--- src/rtl/hamming_pkg.sv ---
// SECDED Hamming helpers shared by the streaming encoder and the matching decoder.
// All codeword math is done at a fixed 64-bit width so one function serves every DATA_W.
package hamming_pkg;

    localparam int MAX_CODE_W = 64;

    function automatic int f_par_w(input int data_w);
        int r;
        r = 1;
        for (int i = 0; i < 7; i++) begin
            if ((1 << r) < data_w + r + 1) r = r + 1;
        end
        return r;
    endfunction

    function automatic int f_code_w(input int data_w);
        return data_w + f_par_w(data_w) + 1;
    endfunction

    function automatic logic f_is_pow2(input int pos);
        return (pos > 0) && ((pos & (pos - 1)) == 0);
    endfunction

    // Position 0 holds overall parity; position i (i>=1) is Hamming position i.
    function automatic logic [MAX_CODE_W-1:0] f_secded_encode(input logic [MAX_CODE_W-1:0] data,
                                                              input int data_w);
        logic [MAX_CODE_W-1:0] code;
        int code_w;
        int d;
        int p;
        code_w = f_code_w(data_w);
        code   = '0;
        d      = 0;
        for (int pos = 3; pos < MAX_CODE_W; pos++) begin
            if (pos < code_w && !f_is_pow2(pos)) begin
                code[pos[5:0]] = data[d[5:0]];
                d = d + 1;
            end
        end
        for (int k = 0; k < 6; k++) begin
            p = 1 << k;
            for (int pos = 3; pos < MAX_CODE_W; pos++) begin
                if (pos < code_w && !f_is_pow2(pos) && ((pos & p) != 0)) begin
                    code[p[5:0]] = code[p[5:0]] ^ code[pos[5:0]];
                end
            end
        end
        code[0] = ^code[MAX_CODE_W-1:1];
        return code;
    endfunction

endpackage

--- src/rtl/hamming_secded_enc_core.sv ---
// Combinational SECDED encoder: payload in, full codeword out.
// Latency: zero cycles (pure logic).
// Backpressure: none; flow control lives in the enclosing stream block.
module hamming_secded_enc_core
    import hamming_pkg::*;
#(
    parameter  int DATA_W = 8,
    localparam int CODE_W = f_code_w(DATA_W)
) (
    input  logic [DATA_W-1:0] i_data,
    output logic [CODE_W-1:0] o_code
);

    assign o_code = CODE_W'(f_secded_encode(MAX_CODE_W'(i_data), DATA_W));

endmodule

--- src/rtl/hamming_secded_enc_stream.sv ---
// Streaming SECDED encoder with optional bit-flip injection, output FIFO and status counters.
// Latency: word accepted at edge N is valid at the FIFO head the cycle after N.
// Backpressure: in_ready is simply not-full; a same-cycle pop does not free a slot for a push.
module hamming_secded_enc_stream
    import hamming_pkg::*;
#(
    parameter  int DATA_W = 8,
    parameter  int DEPTH  = 2,
    parameter  int CNT_W  = 16,
    localparam int PAR_W  = f_par_w(DATA_W),
    localparam int CODE_W = DATA_W + PAR_W + 1,
    localparam int POS_W  = $clog2(CODE_W)
) (
    input  logic              clk,
    input  logic              rst,
    input  logic              in_valid,
    output logic              in_ready,
    input  logic [DATA_W-1:0] in_data,
    input  logic              inj_single,
    input  logic              inj_double,
    input  logic [POS_W-1:0]  inj_pos,
    output logic              out_valid,
    input  logic              out_ready,
    output logic [CODE_W-1:0] out_code,
    output logic [CNT_W-1:0]  pop_count,
    output logic [CNT_W-1:0]  inj_count
);

    localparam int AW = $clog2(DEPTH);

    logic [CODE_W-1:0] r_mem [DEPTH];
    logic [AW-1:0]     r_wr_ptr;
    logic [AW-1:0]     r_rd_ptr;
    logic [AW:0]       r_occ;
    logic [CNT_W-1:0]  r_pop_count;
    logic [CNT_W-1:0]  r_inj_count;

    logic [CODE_W-1:0] w_enc_code;
    logic [CODE_W-1:0] w_flip_mask;
    logic [CODE_W-1:0] w_wr_code;
    logic [POS_W-1:0]  w_p0;
    logic [POS_W-1:0]  w_p1;
    logic              w_full;
    logic              w_empty;
    logic              w_push;
    logic              w_pop;

    hamming_secded_enc_core #(
        .DATA_W (DATA_W)
    ) u_core (
        .i_data (in_data),
        .o_code (w_enc_code)
    );

    // Out-of-range positions fold back into the codeword; the double flip wraps past the top bit.
    assign w_p0 = POS_W'((32'(inj_pos)) % 32'(CODE_W));
    assign w_p1 = (w_p0 == POS_W'(CODE_W - 1)) ? '0 : w_p0 + POS_W'(1);

    always_comb begin
        w_flip_mask = '0;
        if (inj_double) begin
            w_flip_mask = (CODE_W'(1) << w_p0) | (CODE_W'(1) << w_p1);
        end else if (inj_single) begin
            w_flip_mask = CODE_W'(1) << w_p0;
        end
    end

    assign w_wr_code = w_enc_code ^ w_flip_mask;

    assign w_full  = (r_occ == (AW+1)'(DEPTH));
    assign w_empty = (r_occ == '0);
    assign w_push  = in_valid && !w_full;
    assign w_pop   = !w_empty && out_ready;

    always_ff @(posedge clk or posedge rst) begin
        if (rst) begin
            for (int i = 0; i < DEPTH; i++) begin
                r_mem[i] <= '0;
            end
            r_wr_ptr <= '0;
            r_rd_ptr <= '0;
            r_occ    <= '0;
        end else begin
            if (w_push) begin
                r_mem[r_wr_ptr] <= w_wr_code;
                r_wr_ptr        <= r_wr_ptr + AW'(1);
            end
            if (w_pop) begin
                r_rd_ptr <= r_rd_ptr + AW'(1);
            end
            case ({w_push, w_pop})
                2'b10:   r_occ <= r_occ + (AW+1)'(1);
                2'b01:   r_occ <= r_occ - (AW+1)'(1);
                default: r_occ <= r_occ;
            endcase
        end
    end

    always_ff @(posedge clk or posedge rst) begin
        if (rst) begin
            r_pop_count <= '0;
            r_inj_count <= '0;
        end else begin
            if (w_pop) begin
                r_pop_count <= r_pop_count + CNT_W'(1);
            end
            if (w_push && (inj_single || inj_double)) begin
                r_inj_count <= r_inj_count + CNT_W'(1);
            end
        end
    end

    assign in_ready  = !w_full;
    assign out_valid = !w_empty;
    assign out_code  = r_mem[r_rd_ptr];
    assign pop_count = r_pop_count;
    assign inj_count = r_inj_count;

endmodule

--- config.mk ---
export PLATFORM = sky130hd
export DESIGN_NAME = hamming_secded_enc_stream
export DESIGN_NICKNAME = d
export VERILOG_FILES = /design/src/rtl/hamming_pkg.sv /design/src/rtl/hamming_secded_enc_core.sv /design/src/rtl/hamming_secded_enc_stream.sv
export SDC_FILE = /design/constraint.sdc
export NUM_CORES = 1
export LEC_CHECK = 0
export CELL_PAD_IN_SITES_DETAIL_PLACEMENT = 1
export CELL_PAD_IN_SITES_GLOBAL_PLACEMENT = 1
export CORE_MARGIN = 1
export CORE_UTILIZATION = 45
export CTS_BUF_LIST = sky130_fd_sc_hd__clkbuf_4 sky130_fd_sc_hd__clkbuf_8
export CTS_CLUSTER_SIZE = 40
export DETAILED_ROUTE_END_ITERATION = 10
export GPL_ROUTABILITY_DRIVEN = 0
export GPL_TIMING_DRIVEN = 0
export PLACE_DENSITY = 0.95
export SYNTH_ARGS = -nofsm -noshare
export SYNTH_HDL_FRONTEND = slang
export SYNTH_SLANG_ARGS = --single-unit
export TNS_END_PERCENT = 20
--- constraint.sdc ---
create_clock -name clk -period 3.5 [get_ports clk]
set_input_delay 1.05 -clock clk [delete_from_list [all_inputs] [get_ports clk]]
set_output_delay 1.05 -clock clk [all_outputs]
set_load 0.1 [all_outputs]
==> impl_metrics.ini <==
[global_route]
grt_pass1_vias = 3227
grt_pass1_wl_um = 18300
antenna_found_initial = 0
grt_use_total_pct = 31.7
grt_max_degree = 39
grt.overflow.total = 0

[sta]
timing.fmax_mhz = 287
post-route-period-util_pct = 99.5
tightestPinTransition_ns = 1.05
setup_viol = 0
clock_skew_ns = 0.00580
whs_ns = 0.484
hold_violations = 0
slew_viol_final = 0
timing.final.crit_period_ns = 3.48
slew-limit-headroom_pct = 29.7

[routing]
vias_per_cell = 5.96
ant_nets = 0
first_pass_iters = 4
drt-initial-drc-count = 178
drt_wl_total_um = 13100
drc_errors = 0
vias = 3086
wl_per_cell_um = 25.4

[synth]
synth-edff-count = 0
yosysUniqueCellTypes = 39
yosysWarnings = 0
ys_ff_latch = 62
syn_avg_cell_area_um2 = 10.4
synth_fa_ha_area_share_pct = 3.98
yosys.area_share.simple_pct = 15.9
dominantRegCellSynth = dfrtp_1
muxShareOfSynthArea_pct = 11.0
syn_inst = 332
synth_xor_area_share_pct = 15.2
async_flop_share_pct = 100
seq_area_frac_synth_pct = 44.9
synth_top_family_by_area = simple AND/OR/NAND/NOR gates
syn_area_um2 = 3460
syn-num-nets = 361
synth_compound_area_share_pct = 7.13

[placed_design]
placed_area_um2 = 4240
io_buffers = 63
dp_hpwl_um = 7240

[setup_path]
worst_path_largest_cell_delay_ns = 0.31
r2r-end = inj_count[15]
start_kind = input pin
cp_top_family = simple AND/OR/NAND/NOR gates
cp-end-kind = flop
cp_slowest_cell = a21oi_2
crit_type = in2reg
r2r.worst_path.cells = 7
crit_chain = clkbuf_2 -> inv_2 -> ha_2 -> nand2b_4 -> nand3_4 -> xnor2_4 -> buf_4 -> ha_1 -> ha_4 -> nor2_1 -> mux2i_2 -> buf_4 -> a21oi_2 -> nand4b_1 -> nand3_1
cp.arrival_ns = 3.70
cp_max_fo = 5
r2r_start = r_occ[0]
cpMostUsedCell = buf_4
critPathBufInv = 4
critPathRequiredTime_ns = 3.72
r2r_setup_slack_ns = 0.93

[clock_network]
cts_buffer_depth = 2
cts_buffers = 9
clk_latency_ns = 0.36
clkSinkCount = 62
tritoncts = built
cts.root.buffer_cell = clkbuf_8
path_clk_slew_ns = 0.07
htree_levels = 3

[cells_and_area]
n_antenna_cell = 0
final_area_um2 = 4720
layout.nets = 443
layout-drive-gt1-share_pct = 25.1
seqCellArea_um2 = 1550
area_delta_synth_final_pct = 36.5
multi_input_area_um2 = 2040
fillers = 760

[hold_path]
whs_endpoint = pop_count[15]
worstHoldStart = pop_count[15]
worstHoldPathType = reg2reg
hold_depth = 1

[floorplan]
die-area_um2 = 8030
fp.dieW_um = 89.6
fp.coreArea_um2 = 7330
num_rows = 31
ioPinCount = 65
initial_utilization_pct = 47.1
die_h_um = 89.6

[pwr]
p_int_uw = 2180
netSwitchingPower_uw = 2690
p_clk_share_pct = 15.5
combPwrFrac_pct = 59.3
p_sw_share_pct = 55.3
power_density_nw_per_um2 = 1030
seqPwrFrac_pct = 25.3
ir_drop_uv = 748
p_leak_uw = 0.00198

[run_status]
status = finished clean

[flow_run]
cap_violations = 0
cell families after synthesis:
| logic type | after synthesis |
|---|---|
| AND/OR/NAND/NOR | 112 |
| flip-flops | 62 |
| XOR/XNOR | 60 |
| AO/OA/AOI/OAI | 35 |
| multiplexers | 34 |
| buffers and inverters | 18 |
| adder cells (fa/ha/maj) | 11 |
area by class of cell:
class,instances,area share [%]
Clock buffer,11,3.21
Sequential cell,62,32.9
Tap cell,99,2.63
Inverter,13,1.03
Multi-Input combinational cell,252,43.2
Clock inverter,5,1.72
Timing Repair Buffer,71,15.0
Buffer,5,0.398
routing by layer:
| metal | share of wire [%] | track usage (%) | up-vias |
|---|---|---|---|
| met5 | 0 | 0 | - |
| met3 | 5.3 | 6.76 | 59 |
| met1 | 38 | 35.7 | 1551 |
| met2 | 51 | 55.6 | 152 |
| li1 | - | - | 1324 |
| met4 | 5.9 | 18.6 | 0 |
power groups by stage:
stage | Combinational (uW) | Clock, uW | Sequential, uW
2_1_floorplan | 1640 | 0 | 1630
3_3_place_gp | 2650 | 0 | 1160
3_5_place_dp | 2740 | 0 | 1200
4_1_cts | 2800 | 751 | 1210
5_1_grt | 2960 | 781 | 1240
6_report | 2880 | 753 | 1230
Yosys cell counts, types with 2 or more instances:
| master | instances | area share (%) |
|---|---|---|
| nand2_1 | 29 | 3.1 |
| clkbuf_1 | 5 | 0.54 |
| nand2b_1 | 3 | 0.54 |
| mux2_2 | 31 | 10 |
| a22oi_1 | 5 | 1.1 |
| or2_2 | 2 | 0.36 |
| nor3b_1 | 3 | 0.65 |
| and2_1 | 5 | 0.91 |
| or4_1 | 2 | 0.43 |
| nor3_1 | 10 | 1.4 |
| a32oi_1 | 2 | 0.51 |
| a41oi_1 | 2 | 0.51 |
| mux2i_1 | 3 | 0.87 |
| xor2_1 | 19 | 4.8 |
| xnor2_1 | 41 | 10 |
| inv_2 | 2 | 0.22 |
| ha_1 | 11 | 4.0 |
| and3_1 | 3 | 0.54 |
| nand3_1 | 17 | 2.5 |
| nor2_1 | 25 | 2.7 |
| a21oi_1 | 7 | 1.0 |
| o21ai_0 | 3 | 0.43 |
| nand4b_1 | 2 | 0.51 |
| dfrtp_1 | 62 | 45 |
| o21ai_1 | 7 | 1.0 |
| nand4_1 | 8 | 1.4 |
| inv_1 | 11 | 1.2 |
per-stage QoR:
stage	setup WS [ns]	util (%)	TNS (ns)	std cells	total power (uW)
2_1_floorplan	0.0907	-	0	332	3270
3_3_place_gp	-1.02	57.5	-28.43	494	3810
3_5_place_dp	-1.24	57.8	-27.69	495	3940
4_1_cts	-0.0744	62.7	-0.0744	517	4760
5_1_grt	-0.0343	64.4	-0.0503	518	4990
6_report	0.0185	64.4	0	518	4870
worst max-delay path by stage:
| stage | start | to | cells after the start |
|---|---|---|---|
| finish | inj_pos[1] | r_mem[16] | 15 |
| global route | inj_pos[1] | r_mem[16] | 15 |
| CTS | r_rd_ptr | out_code[7] | 3 |
| detailed placement | inj_pos[0] | r_mem[6] | 14 |
| global placement | inj_pos[0] | r_mem[19] | 14 |
| floorplan | inj_pos[0] | r_mem[6] | 13 |
cell usage in the layout, fill, tap and decap left out, types with 8 or more instances in the layout:
cell type | synthesis | routed
nand2_1 | 29 | 28
dfrtp_1 | 62 | 62
clkdlybuf4s50_1 | 0 | 50
xnor2_1 | 41 | 38
mux2_2 | 31 | 31
clkdlybuf4s15_2 | 0 | 8
nand4_1 | 8 | 8
clkbuf_8 | 0 | 11
nor2_1 | 25 | 25
o21ai_1 | 7 | 8
nand3_1 | 17 | 16
xor2_1 | 19 | 19
nor3_1 | 10 | 9
timing repair:
| action | CTS | global route |
|---|---|---|
| hold buffers | 0 | 0 |
| pin swaps | 4 | 3 |
| resized for setup | 46 | 31 |
| buffers inserted | 6 | 1 |
| setup endpoints to repair | 35 | 27 |
flip-flops by register name (all words and copies together) (netlist names):
name and cells:
r_mem 26, inj_count 16, pop_count 16, r_occ 2, r_rd_ptr 1, r_wr_ptr 1
worst register-to-register path: stages, from the launching register on:
cell      delay [ns]
dfrtp_1         0.48
nand2b_1        0.20
nand2_1         0.20
nor2_1          0.58
nand4_1         0.36
nor2_1          0.33
nand3_1         0.16
xnor2_1         0.15
No activity file was read; power rests on OpenSTA's default activity.
